**src/rtl/ifu_fetch_queue_if.sv**
```systemverilog
// Bundle between the fetch queue, the instruction memory and decode.
// Handshake: decode takes the head entry on a rising clk edge where out_valid
// and out_ready are both 1; out_valid never depends on out_ready, and the
// head fields stay stable while out_valid is 1 and no pop or redirect occurs.
interface ifu_fetch_queue_if #(
  parameter int IM_AW    = 10,
  parameter int FQ_DEPTH = 4
);
  localparam int CW = $clog2(FQ_DEPTH) + 1;

  logic             im_req;
  logic [IM_AW-1:0] im_addr;
  logic [31:0]      im_rdata;
  logic             redirect;
  logic [31:0]      redirect_pc;
  logic             out_valid;
  logic             out_ready;
  logic [31:0]      out_instr;
  logic [31:0]      out_pc;
  logic [31:0]      out_npc;
  logic [CW-1:0]    fq_count;

  modport master (
    output im_req, im_addr, out_valid, out_instr, out_pc, out_npc, fq_count,
    input  im_rdata, redirect, redirect_pc, out_ready
  );

  modport slave (
    input  im_req, im_addr, out_valid, out_instr, out_pc, out_npc, fq_count,
    output im_rdata, redirect, redirect_pc, out_ready
  );
endinterface

```
**src/rtl/ifu_fetch_queue.sv**
```systemverilog
// Decoupled MIPS fetch: sequential PC generation into a 1-cycle synchronous
// instruction memory, with {pc, instr} pairs buffered in a FIFO toward decode.
module ifu_fetch_queue #(
  parameter logic [31:0] RESET_PC = 32'h0000_3000,
  parameter int          IM_AW    = 10,
  parameter int          FQ_DEPTH = 4
) (
  input  logic        clk,
  input  logic        reset,
  ifu_fetch_queue_if.master bus,
  output logic [31:0] dbg_fpc_o,
  output logic        dbg_inflight_o
);
  localparam int PW = $clog2(FQ_DEPTH);
  localparam int CW = PW + 1;

  logic [31:0]   fpc_q, fpc_d;
  logic [31:0]   req_pc_q, req_pc_d;
  logic          inflight_q, inflight_d;
  logic [PW-1:0] wr_ptr_q, wr_ptr_d;
  logic [PW-1:0] rd_ptr_q, rd_ptr_d;
  logic [CW-1:0] count_q, count_d;

  logic [31:0] pc_mem    [FQ_DEPTH];
  logic [31:0] instr_mem [FQ_DEPTH];

  logic        issue;
  logic        push;
  logic        pop;
  logic        head_valid;
  logic [CW:0] occupancy;

  // The in-flight fetch reserves a slot so its response can never overflow.
  assign occupancy  = {1'b0, count_q} + {{CW{1'b0}}, inflight_q};
  assign issue      = !reset && !bus.redirect && (occupancy < (CW+1)'(FQ_DEPTH));
  assign head_valid = (count_q != '0);
  assign push       = inflight_q && !bus.redirect;
  assign pop        = head_valid && bus.out_ready && !bus.redirect;

  always_comb begin
    fpc_d      = fpc_q;
    req_pc_d   = req_pc_q;
    inflight_d = issue;
    wr_ptr_d   = wr_ptr_q;
    rd_ptr_d   = rd_ptr_q;
    count_d    = count_q;
    if (bus.redirect) begin
      // A redirect wins over everything, including this cycle's response and pop.
      fpc_d    = bus.redirect_pc & ~32'd3;
      wr_ptr_d = '0;
      rd_ptr_d = '0;
      count_d  = '0;
    end else begin
      if (issue) begin
        req_pc_d = fpc_q;
        fpc_d    = fpc_q + 32'd4;
      end
      if (push) wr_ptr_d = wr_ptr_q + PW'(1);
      if (pop)  rd_ptr_d = rd_ptr_q + PW'(1);
      case ({push, pop})
        2'b10:   count_d = count_q + CW'(1);
        2'b01:   count_d = count_q - CW'(1);
        default: count_d = count_q;
      endcase
    end
  end

  always_ff @(posedge clk or posedge reset) begin
    if (reset) begin
      fpc_q      <= RESET_PC;
      req_pc_q   <= RESET_PC;
      inflight_q <= 1'b0;
      wr_ptr_q   <= '0;
      rd_ptr_q   <= '0;
      count_q    <= '0;
    end else begin
      fpc_q      <= fpc_d;
      req_pc_q   <= req_pc_d;
      inflight_q <= inflight_d;
      wr_ptr_q   <= wr_ptr_d;
      rd_ptr_q   <= rd_ptr_d;
      count_q    <= count_d;
    end
  end

  // Queue payload needs no reset; occupancy alone defines what is valid.
  always_ff @(posedge clk) begin
    if (push) begin
      pc_mem[wr_ptr_q]    <= req_pc_q;
      instr_mem[wr_ptr_q] <= bus.im_rdata;
    end
  end

  always_comb begin
    bus.im_req    = issue;
    bus.im_addr   = fpc_q[IM_AW-1:0];
    bus.out_valid = head_valid;
    bus.out_pc    = pc_mem[rd_ptr_q];
    bus.out_instr = instr_mem[rd_ptr_q];
    bus.out_npc   = pc_mem[rd_ptr_q] + 32'd4;
    bus.fq_count  = count_q;
  end

  assign dbg_fpc_o      = fpc_q;
  assign dbg_inflight_o = inflight_q;
endmodule

```
**src/flat_wrapper.sv**
```systemverilog
// flat-port wrapper written by rule: the top's interface ports become plain ports
module ifu_fetch_queue_flat 
#(
  parameter logic [31:0] RESET_PC = 32'h0000_3000,
  parameter int          IM_AW    = 10,
  parameter int          FQ_DEPTH = 4
)
  (clk, reset, dbg_fpc_o, dbg_inflight_o, bus_im_req, bus_im_addr, bus_out_valid, bus_out_instr, bus_out_pc, bus_out_npc, bus_fq_count, bus_im_rdata, bus_redirect, bus_redirect_pc, bus_out_ready);
  ifu_fetch_queue_if #(.IM_AW(IM_AW), .FQ_DEPTH(FQ_DEPTH)) bus_i ();
  input  logic clk;
  input  logic reset;
  output logic [31:0] dbg_fpc_o;
  output logic dbg_inflight_o;
  output wire logic [$bits(bus_i.im_req)-1:0] bus_im_req;
  output wire logic [$bits(bus_i.im_addr)-1:0] bus_im_addr;
  output wire logic [$bits(bus_i.out_valid)-1:0] bus_out_valid;
  output wire logic [$bits(bus_i.out_instr)-1:0] bus_out_instr;
  output wire logic [$bits(bus_i.out_pc)-1:0] bus_out_pc;
  output wire logic [$bits(bus_i.out_npc)-1:0] bus_out_npc;
  output wire logic [$bits(bus_i.fq_count)-1:0] bus_fq_count;
  input wire logic [$bits(bus_i.im_rdata)-1:0] bus_im_rdata;
  input wire logic [$bits(bus_i.redirect)-1:0] bus_redirect;
  input wire logic [$bits(bus_i.redirect_pc)-1:0] bus_redirect_pc;
  input wire logic [$bits(bus_i.out_ready)-1:0] bus_out_ready;
  assign bus_im_req = bus_i.im_req;
  assign bus_im_addr = bus_i.im_addr;
  assign bus_out_valid = bus_i.out_valid;
  assign bus_out_instr = bus_i.out_instr;
  assign bus_out_pc = bus_i.out_pc;
  assign bus_out_npc = bus_i.out_npc;
  assign bus_fq_count = bus_i.fq_count;
  assign bus_i.im_rdata = bus_im_rdata;
  assign bus_i.redirect = bus_redirect;
  assign bus_i.redirect_pc = bus_redirect_pc;
  assign bus_i.out_ready = bus_out_ready;
  ifu_fetch_queue #(.RESET_PC(RESET_PC), .IM_AW(IM_AW), .FQ_DEPTH(FQ_DEPTH)) u_core (.clk(clk), .reset(reset), .bus(bus_i), .dbg_fpc_o(dbg_fpc_o), .dbg_inflight_o(dbg_inflight_o));
endmodule
```
**config.mk**
```make
export PLATFORM = sky130hd
export DESIGN_NAME = ifu_fetch_queue_flat
export DESIGN_NICKNAME = d
export VERILOG_FILES = /design/src/rtl/ifu_fetch_queue_if.sv /design/src/rtl/ifu_fetch_queue.sv /design/src/flat_wrapper.sv
export SDC_FILE = /design/constraint.sdc
export NUM_CORES = 1
export LEC_CHECK = 0
export ABC_AREA = 0
export CORE_ASPECT_RATIO = 0.75
export CORE_MARGIN = 2
export CORE_UTILIZATION = 55
export CTS_BUF_LIST = sky130_fd_sc_hd__clkbuf_8
export DETAILED_ROUTE_END_ITERATION = 10
export PLACE_DENSITY = 0.9
export REMOVE_ABC_BUFFERS = 1
export SETUP_SLACK_MARGIN = 0.2
export SLEW_MARGIN = 40
export SYNTH_ARGS = -nofsm -noshare
export SYNTH_HDL_FRONTEND = slang
export SYNTH_SLANG_ARGS = --single-unit
```
**constraint.sdc**
```tcl
create_clock -name clk -period 6.9 [get_ports clk]
set_clock_uncertainty 0.15 [all_clocks]
set_input_delay 1.725 -clock clk [delete_from_list [all_inputs] [get_ports clk]]
set_output_delay 1.725 -clock clk [all_outputs]
set_load 0.01 [all_outputs]
```
Word level (Yosys, flattened, before mapping)
Memory sizes are Yosys's and may differ from the RTL's.
Cells that the tools add are included.
{"block": "word_totals", "out_inout_bits": 144, "ramBits": 256, "wordCells": 42, "latchBits": 0, "reg_bits": 72, "romBits": 0, "input_bits": 68, "n_memories": 2}
{"name": "u_core.instr_mem", "depth": 4, "word_bits": 32, "read_ports": 1, "rd_ports_with_merged_regs": 0, "wr": 1, "line": "ifu_fetch_queue.sv:25", "source": "logic [31:0] instr_mem [FQ_DEPTH];"}
{"name": "u_core.pc_mem", "depth": 4, "word_bits": 32, "read_ports": 1, "rd_ports_with_merged_regs": 0, "wr": 1, "line": "ifu_fetch_queue.sv:24", "source": "logic [31:0] pc_mem [FQ_DEPTH];"}
{"block": "classes", "bitwise_logic": 1, "reduce_logical": 13, "mux": 10, "div_mod_pow": 0, "n_lt_le_gt_ge": 1, "n_shift": 0, "eq_ne": 2, "add_sub_neg": 7, "multipliers": 0}
{"op": "$add A32 B3 Y32 const B", "n": 2}
{"op": "$mux W32", "n": 2}
{"op": "$mux W2", "n": 4}
{"op": "$pmux W3 S2", "n": 1}
{"op": "$reduce_bool A2 Y1", "n": 3}
{"op": "$reduce_bool A3 Y1", "n": 2}
{"op": "$logic_and A1 B1 Y1", "n": 5}
{"op": "$add A2 B1 Y2 const B", "n": 2}
{"op": "$add A3 B1 Y4", "n": 1}
{"op": "$lt A4 B3 Y1 const B", "n": 1}
{"op": "$add A3 B1 Y3 const B", "n": 1}
{"op": "$mux W3", "n": 1}
{"op": "$sub A3 B1 Y3 const B", "n": 1}
{"op": "$eq A2 B1 Y1 const B", "n": 1}
{"op": "$eq A2 B2 Y1 const B", "n": 1}
{"op": "$logic_not A1 Y1", "n": 2}
{"op": "$mux W1", "n": 2}
{"op": "$reduce_and A2 Y1", "n": 1}
{"op": "$not A1 Y1", "n": 1}

Logic depth before layout (Yosys ltp)
Gate-level depths: netlist of run 1.
{"block": "logic_depth", "ltp_word": 6, "mapped_depth": 10, "ltp_nobuf": 7}

Least setup slack after synthesis of run 1
No wires, ideal clock.
{"block": "synth_path", "path_kind": "input to output", "startpoint": "input bus_redirect", "endpoint": "output bus_im_req", "t_arrival_ns": 2.945, "cell_stages": 6, "path_slack_ns": 2.080, "path_buffers": 4, "required_time_ns": 5.025, "cell_sequence": "or4_1 > clkbuf_1 > inv_2 > buf_2 > buf_4 > buf_2"}
{"block": "synth_between", "elab_chain_cells": 3}
{"item": "from (decl)", "line": "flat_wrapper.sv:22", "source": "input wire logic [$bits(bus_i.redirect)-1:0] bus_redirect;"}
{"item": "$logic_not A1 Y1", "line": "ifu_fetch_queue.sv:35", "source": "assign issue = !reset && !bus.redirect && (occupancy < (CW+1)'(FQ_DEPTH));"}
{"item": "$logic_and A1 B1 Y1 (2 in series)", "line": "ifu_fetch_queue.sv:35"}
{"item": "to (decl)", "line": "flat_wrapper.sv:14", "source": "output wire logic [$bits(bus_i.im_req)-1:0] bus_im_req;"}
Every way passes these cells.

Worst setup path in the final report of run 1
{"block": "layout_path", "startpoint": "register u_core.rd_ptr_q[0]", "endpoint": "output bus_out_npc[29]"}
{"block": "layout_between", "elab_chain_cells": 2}
{"item": "from (decl)", "line": "ifu_fetch_queue.sv:21", "source": "logic [PW-1:0] rd_ptr_q, rd_ptr_d;"}
{"item": "from (signal assigned)", "line": "ifu_fetch_queue.sv:81", "source": "rd_ptr_q <= rd_ptr_d;"}
{"item": "$mem_v2 Z4 W32"}
{"item": "$add A32 B3 Y32", "line": "ifu_fetch_queue.sv:100", "source": "bus.out_npc = pc_mem[rd_ptr_q] + 32'd4;"}
{"item": "to (decl)", "line": "flat_wrapper.sv:19", "source": "output wire logic [$bits(bus_i.out_npc)-1:0] bus_out_npc;"}
Every way passes these cells.

==> results of run 1 <==
==> metal layers <==
layer,up-vias,routed length [um],track usage
li1,3515,-,-
met1,3980,12100,0.341
met2,463,14300,0.398
met3,56,2980,0.0552
met4,0,514,0.0694
met5,-,0,0
==> cell type report <==
class / count / area (um2) / share of cell area
Tap cell: 300 / 375 / 0.0231
Multi-Input combinational cell: 426 / 3620 / 0.223
Timing Repair Buffer: 214 / 2160 / 0.133
Clock inverter: 33 / 190 / 0.0117
Inverter: 11 / 41.3 / 0.00254
Clock buffer: 53 / 729 / 0.0448
Sequential cell: 316 / 9160 / 0.562
==> power groups by stage <==
stage	combinational (mW)	sequential (mW)	clock, mW
2_1_floorplan	0.589	2.56	0
3_3_place_gp	1.18	2.58	0
3_5_place_dp	1.22	2.61	0
4_1_cts	1.23	2.57	1.50
5_1_grt	1.31	2.60	1.58
6_report	1.22	2.57	1.47
==> logic make-up (layout without fill, tap and decap cells) <==
kind of cell    after synthesis  after routing  share of synthesized area
simple gates                244            244                     0.0957
compound gates               68             68                     0.0360
flops                       316            316                      0.698
buf+inv                      68            311                     0.0293
xor+xnor                     35             35                     0.0234
other cells                   1              8                   0.000286
fa+ha+maj                     7              7                    0.00725
mux                          64             64                      0.110
==> sequential cells by signal (all words and copies together), names as in the netlist <==
register,cells
u_core.req_pc_q,30
u_core.bus.fq_count,3
u_core.instr_mem,128
u_core.rd_ptr_q,2
u_core.pc_mem,120
u_core.wr_ptr_q,2
u_core.dbg_fpc_o,30
u_core.dbg_inflight_o,1
==> synthesized netlist by cell type, types with 5 or more instances <==
library cell	count	area (um2)
sky130_fd_sc_hd__edfxtp_1	248	7450
sky130_fd_sc_hd__nand2_1	130	488
sky130_fd_sc_hd__dfrtp_1	64	1600
sky130_fd_sc_hd__mux4_2	54	1220
sky130_fd_sc_hd__nand3_1	25	125
sky130_fd_sc_hd__xnor2_1	25	219
sky130_fd_sc_hd__o21ai_0	24	120
sky130_fd_sc_hd__buf_4	18	135
sky130_fd_sc_hd__nor2_1	18	67.6
sky130_fd_sc_hd__buf_2	17	85.1
sky130_fd_sc_hd__nand4_1	15	93.8
sky130_fd_sc_hd__clkbuf_1	14	52.6
sky130_fd_sc_hd__inv_1	10	37.5
sky130_fd_sc_hd__xor2_1	10	87.6
sky130_fd_sc_hd__a221o_1	9	90.1
sky130_fd_sc_hd__and2_1	9	56.3
sky130_fd_sc_hd__mux4_1	8	210
sky130_fd_sc_hd__nor4_1	7	43.8
sky130_fd_sc_hd__o211ai_1	7	52.6
sky130_fd_sc_hd__o311ai_0	7	61.3
sky130_fd_sc_hd__a21oi_1	6	30.0
sky130_fd_sc_hd__ha_1	6	75.1
sky130_fd_sc_hd__nor3_1	6	30.0
sky130_fd_sc_hd__a41oi_1	5	43.8
sky130_fd_sc_hd__and3_1	5	31.3
==> worst max-delay path by stage <==
stage | from | endpoint | slack, ns | depth (start not counted)
floorplan | u_core.rd_ptr_q[0] | bus_out_npc[23] | 0.67 | 5
global placement | reset | bus_im_req | 1.59 | 4
detailed placement | reset | bus_im_req | 1.58 | 4
CTS | u_core.rd_ptr_q[0] | bus_out_npc[27] | 1.04 | 7
global route | u_core.rd_ptr_q[0] | bus_out_npc[27] | 0.85 | 6
finish | u_core.rd_ptr_q[0] | bus_out_npc[29] | 1.13 | 6
==> metrics by stage <==
stage | hold WS [ns] | cells
after CTS | 0.356 | 1353
after global routing | 0.375 | 1353
after detailed placement | 0.346 | 1267
final | 0.358 | 1353
after global placement | 0.336 | 1263
after floorplan | 0.304 | 753
==> worst min-delay path: stages (launching register included) <==
cell and delay [ns]:
sky130_fd_sc_hd__dfstp_2 0.39, sky130_fd_sc_hd__nand2_1 0.06, sky130_fd_sc_hd__nand2_1 0.05
==> run summary, run 1 <==
CRITICAL PATH
-----------------------------------------------------------------------------------------------
Required arrival time at the worst endpoint                                             5.03 ns
Flop-to-flop setup slack                                                                3.88 ns
CP max FO                                                                                    37
Kind of launch point of the worst setup path                                               flop
Number of cells on the worst reg-to-reg path                                                  7
Class of the most critical setup path                                                reg -> out
Endpoint class of the critical path                                                  output pin
Slowest cell delay on critical path                                                     0.91 ns
Reg-to-reg critical path startpoint                                                u_core.dbg_inflight_o
Reg-to-reg endpoint                                                                u_core.dbg_fpc_o[21]
Critical-path cell list                                                            mux4_1 -> nand4_4 -> nor4_4 -> nand4_1 -> xnor2_1 -> clkdlybuf4s50_1
Largest delay share family, worst path                                             simple AND/OR/NAND/NOR gates
WP buf/inv                                                                                    1
Crit-path slowest cell                                                             sky130_fd_sc_hd__dfrtp_4
Worst endpoint data arrival time                                                        3.89 ns

GRT
-----------------------------------------------------------------------------------------------
Global-route usage over all layers                                                        0.246
Vias in the first global route                                                            8,156
Sum of overflow across all layers after global routing                                        0
Pin count of the biggest net entering global routing                                         69
Antenna violations before repair                                                              0
Global-route wire length before repair                                                  46.5 mm

FINAL LAYOUT
-----------------------------------------------------------------------------------------------
Commonest non-fill, non-tap cell in the layout                                     sky130_fd_sc_hd__edfxtp_1
Fill cell total of the finished layout                                                    1,508
Number of inserted diodes                                                                     0
Post-Layout Inst Area                                                                16,300 um2
Most used cells in the layout excluding fill and tap cells                         248 x sky130_fd_sc_hd__edfxtp_1, 201 x sky130_fd_sc_hd__clkdlybuf4s50_1, 130 x sky130_fd_sc_hd__nand2_1
Signed area change from the synthesized netlist to the final layout                       24.1%
Fraction of final layout cells sized beyond drive strength 1                              0.153
Net count reported at finish                                                              1,090
Utilization of the core after routing                                                     0.702

CTS
-----------------------------------------------------------------------------------------------
H-tree levels                                                                                 2
Clock tree buffer depth                                                                       3
Setup fix buffers added after clock tree synthesis                                            0
Number of buffers inserted by hold repair at cts                                              0
Clock input transition at the sequential cells of the worst setup and hold paths        0.06 ns
Clock sinks                                                                                 316
Later-pin clock latency in the skew report                                              0.55 ns
Clock tree from TritonCTS                                                                 built
Number of buffers inserted during clock tree synthesis                                       46
Number of instances resized during post-cts repair                                            0
Root Buffer Master                                                                 sky130_fd_sc_hd__clkbuf_8

STA
-----------------------------------------------------------------------------------------------
Final hold vios                                                                               0
Transition time of the tightest slew-check pin                                         0.815 ns
Final Critical Period                                                                   5.77 ns
Sum of negative setup slack                                                                0 ns
Final period utilization                                                                  0.836
Maximum achievable frequency                                                          0.173 GHz
Pins over their slew limit                                                                    0
Final setup violation count                                                                   0
Max transition margin                                                                     0.457
PnR worst setup slack                                                                   1.13 ns
Setup repair after global routing missed its margin                                       false

DIE
-----------------------------------------------------------------------------------------------
Placeable core area                                                                  23,200 um2
Number of core rows                                                                          48
Die Height                                                                               138 um
Area enclosed by the die boundary                                                    25,100 um2
I/O Pins                                                                                    212
Width of the chip                                                                        182 um
Effective utilization at floorplan                                                        0.566

ROUTE
-----------------------------------------------------------------------------------------------
Total via count after detailed routing                                                    8,014
Number of vias per cell                                                                    5.92
DR pass1 iterations                                                                           7
Routed Antenna Nets                                                                           0
Iteration-0 DRC count of the detailed router                                                715
Routed len/inst                                                                         22.1 um
Post-Route WL                                                                           29.9 mm
DRC Markers                                                                                   0

SYNTH
-----------------------------------------------------------------------------------------------
Mapped cell area                                                                     13,100 um2
Number of warnings printed during yosys synthesis                                             0
Predominant post-synthesis flop cell                                               sky130_fd_sc_hd__edfxtp_1
Share of flip-flops with an asynchronous set or reset after synthesis                     0.215
Post-synth cell types                                                                        57
EDFF count, synth                                                                           248
Number of cells produced by synthesis                                                       803
Post-synthesis sequential area ratio                                                      0.698
Synth Area per Inst                                                                    16.3 um2
Register bit count reported by yosys                                                        316

PLACEMENT
-----------------------------------------------------------------------------------------------
Detail Placement HPWL                                                                   19.4 mm
Area of placed instances                                                             15,400 um2
Total of buffers placed on input and output ports                                           201
Post-place setup slack                                                                  1.58 ns
Weighted congestion reported at the end of routability-driven placement                   0.807

WORST HOLD PATH
-----------------------------------------------------------------------------------------------
End point of the worst hold path                                                   u_core.req_pc_q[12]
Number of cells on the worst hold path                                                        2
Hold crit path type                                                                  reg -> reg
Worst Min Path Start                                                               u_core.dbg_fpc_o[12]

RUN
-----------------------------------------------------------------------------------------------
Count of max-cap constraint violations                                                        0

POWER AND IR DROP
-----------------------------------------------------------------------------------------------
Leakage component of the power                                                          5.76 nW
Worst VDD drop                                                                         0.213 mV
Switching power                                                                         1.51 mW
Relative contribution of combinational cells to total power                               0.232
Proportion of power drawn by flip-flops and latches                                       0.489
Overall power consumption                                                               5.26 mW
Clk network pwr share                                                                     0.280
Sw frac                                                                                   0.287
Internal power                                                                          3.75 mW
Cell Pwr Density                                                                     323 nW/um2

STATUS
-----------------------------------------------------------------------------------------------
Result of the run                                                                  finished clean

Note: power is estimated with default switching activity, not from simulation.
==> inputs of run 2 (changes only) <==
- clock period: 6.9 -> 5.6 ns (I/O delays scaled with it)
==> run summary, run 2 (same netlist as run 1, synthesis figures left out) <==
POWER AND IR DROP
-----------------------------------------------------------------------------------------------
Clk network pwr share                                                                     0.266   -0.014
Internal power                                                                          4.52 mW   +20%
Worst VDD drop                                                                         0.295 mV   +39%
Switching power                                                                         1.84 mW   +22%
Proportion of power drawn by flip-flops and latches                                       0.494   +0.005
Cell Pwr Density                                                                     391 nW/um2   +21%
Sw frac                                                                                   0.290   +0.00244
Leakage component of the power                                                          5.76 nW   about the same
Relative contribution of combinational cells to total power                               0.240   +0.008

STA
-----------------------------------------------------------------------------------------------
Final period utilization                                                                  0.930
Transition time of the tightest slew-check pin                                         0.749 ns   -0.0654 ns
Max transition margin                                                                     0.500   +0.0431
Final Critical Period                                                                   5.21 ns
Final setup violation count                                                                   0   unchanged
Final hold vios                                                                               0   unchanged
Pins over their slew limit                                                                    0   unchanged
Setup repair after global routing missed its margin                                       false
Min Hold Slack                                                                         0.340 ns   -0.0179 ns
Maximum achievable frequency                                                          0.192 GHz

CRITICAL PATH
-----------------------------------------------------------------------------------------------
Worst endpoint data arrival time                                                        3.66 ns   -0.23 ns
Crit-path slowest cell                                                             sky130_fd_sc_hd__dfrtp_4
Slowest cell delay on critical path                                                     0.68 ns   -0.23 ns
Class of the most critical setup path                                                reg -> out
Critical-path cell list                                                            buf_4 -> mux4_2 -> and3_1 -> and3_1 -> nand4_1 -> xnor2_1 -> clkdlybuf4s50_1
Kind of launch point of the worst setup path                                               flop
CP max FO                                                                                    23   -38%
Endpoint class of the critical path                                                  output pin
Required arrival time at the worst endpoint                                             4.05 ns   -0.98 ns
Most frequent cell on the critical path                                            sky130_fd_sc_hd__and3_1

FINAL LAYOUT
-----------------------------------------------------------------------------------------------
Fill cell total of the finished layout                                                    1,476   -2.1%
Utilization of the core after routing                                                     0.701   -0.00157
Regs by FF count                                                                   u_core.instr_mem (128), u_core.pc_mem (120)
Most used cells in the layout excluding fill and tap cells                         248 x sky130_fd_sc_hd__edfxtp_1, 201 x sky130_fd_sc_hd__clkdlybuf4s50_1, 130 x sky130_fd_sc_hd__nand2_1
Number of inserted diodes                                                                     0   unchanged
Fraction of final layout cells sized beyond drive strength 1                              0.148   -0.00531
Commonest non-fill, non-tap cell in the layout                                     sky130_fd_sc_hd__edfxtp_1
Net count reported at finish                                                              1,095   +0.46%
Fin cells                                                                                 1,357   +0.30%
Top reg by flops                                                                   u_core.instr_mem
Signed area change from the synthesized netlist to the final layout                       23.9%
Flip-flop count of the largest register after layout                                        128   unchanged
Post-Layout Inst Area                                                                16,200 um2   -0.22%

CTS
-----------------------------------------------------------------------------------------------
Clock sinks                                                                                 316   unchanged
H-tree levels                                                                                 2   unchanged
Number of buffers inserted during clock tree synthesis                                       47   +2.2%
Root Buffer Master                                                                 sky130_fd_sc_hd__clkbuf_8
Clock tree from TritonCTS                                                                 built
Later-pin clock latency in the skew report                                              0.56 ns   about the same
Clock tree buffer depth                                                                       3   unchanged
Clock input transition at the sequential cells of the worst setup and hold paths        0.06 ns   about the same
Number of instances resized during post-cts repair                                            0   unchanged

STATUS
-----------------------------------------------------------------------------------------------
Result of the run                                                                  finished clean

ROUTE
-----------------------------------------------------------------------------------------------
Number of vias per cell                                                                    5.87   -0.92%
Iteration-0 DRC count of the detailed router                                                626   -12%
DRC Markers                                                                                   0   unchanged
DR pass1 iterations                                                                           5   -2
Total via count after detailed routing                                                    7,964   -0.62%
Post-Route WL                                                                           29.1 mm   -2.6%
Routed Antenna Nets                                                                           0   unchanged
Routed len/inst                                                                         21.5 um   -2.9%

PLACEMENT
-----------------------------------------------------------------------------------------------
Weighted congestion reported at the end of routability-driven placement                   0.811   +0.48%
Area of placed instances                                                             15,400 um2   +0.12%
Total of buffers placed on input and output ports                                           201   unchanged
Detail Placement HPWL                                                                   18.9 mm   -2.5%
DP Cell Count                                                                             1,270   +0.24%

DIE
-----------------------------------------------------------------------------------------------
Number of core rows                                                                          48   unchanged
Width of the chip                                                                        182 um   unchanged
Area enclosed by the die boundary                                                    25,100 um2   unchanged
Placeable core area                                                                  23,200 um2   unchanged
I/O Pins                                                                                    212   unchanged
Die Height                                                                               138 um   unchanged
Effective utilization at floorplan                                                        0.566   unchanged

GRT
-----------------------------------------------------------------------------------------------
Global-route wire length before repair                                                  44.5 mm   -4.3%
Global-route usage over all layers                                                        0.235   -0.0110
Antenna violations before repair                                                              0   unchanged
Vias in the first global route                                                            7,863   -3.6%
Sum of overflow across all layers after global routing                                        0   unchanged
Pin count of the biggest net entering global routing                                         68   -1.4%

RUN
-----------------------------------------------------------------------------------------------
Count of max-cap constraint violations                                                        0   unchanged

WORST HOLD PATH
-----------------------------------------------------------------------------------------------
Hold crit path type                                                                  reg -> reg

-- run 2: changes by cell type in the layout (fill, tap and decap cells not counted), moves of 2 or more --
cell,before,now
sky130_fd_sc_hd__clkinv_2,11,4
sky130_fd_sc_hd__inv_1,24,30
sky130_fd_sc_hd__buf_4,8,13
sky130_fd_sc_hd__clkinv_1,5,8
sky130_fd_sc_hd__bufinv_16,2,0
-- run 2: timing repair --
action                                  CTS  global route
setup buffers                             0             1
endpoints found under the setup margin    0            10
hold buffers                              0             0
-- run 2: critical path, delay by kind of cell, from the launching register on --
| family | cells | cell delay, ns |
|---|---|---|
| multiplexers | 1 | 0.65 |
| AND/OR/NAND/NOR | 3 | 0.55 |
| XOR/XNOR | 1 | 0.12 |
| buffers and inverters | 2 | 1.06 |
| flip-flops | 1 | 0.68 |
-- run 2: per-stage QoR --
step                power (mW)  setup slack [ns]  TNS, ns
floorplan                 3.88            -0.302    -3.27
global placement          4.64             0.942        0
detailed placement        4.70             0.927        0
CTS                       6.39             0.317        0
global route              6.64             0.213        0
finish                    6.36             0.390        0
-- run 2: path summary, 6_finish.rpt --
path / from / endpoint / slack (ns) / cells past startpoint
max reg2reg: u_core.dbg_inflight_o / u_core.dbg_fpc_o[21] / 2.62 / 7
min reg2reg: u_core.dbg_fpc_o[12] / u_core.req_pc_q[12] / 0.34 / 2
min: u_core.dbg_fpc_o[12] / u_core.req_pc_q[12] / 0.34 / 2
max in group asynchronous: reset / u_core.req_pc_q[12] / 3.24 / 3
max: u_core.rd_ptr_q[0] / bus_out_npc[27] / 0.39 / 7
min in group asynchronous: reset / u_core.dbg_fpc_o[2] / 1.15 / 2
-- run 2: cell type report --
type	instances	area, um2	area share
clock inverter	34	140	0.00863
sequential	316	9160	0.564
tap	300	375	0.0231
timing repair buffer	218	2190	0.135
multi-input combinational	426	3620	0.223
inverter	11	42.5	0.00262
clock buffer	52	716	0.0441
-- run 2: power by group through the flow --
stage	clock [mW]	sequential, mW	combinational, mW
floorplan	0	3.15	0.726
global placement	0	3.15	1.49
detailed placement	0	3.18	1.52
CTS	1.72	3.13	1.53
global route	1.83	3.18	1.64
finish	1.69	3.14	1.53
-- run 2: layer usage --
metal | part of all wire | routed length [um] | up-vias | GRT usage
met1 | 0.43 | 12600 | 3984 | 0.343
li1 | - | - | 3532 | -
met4 | 0.011 | 318 | 0 | 0.0556
met3 | 0.094 | 2740 | 32 | 0.0510
met5 | 0 | 0 | - | 0
met2 | 0.46 | 13500 | 416 | 0.367
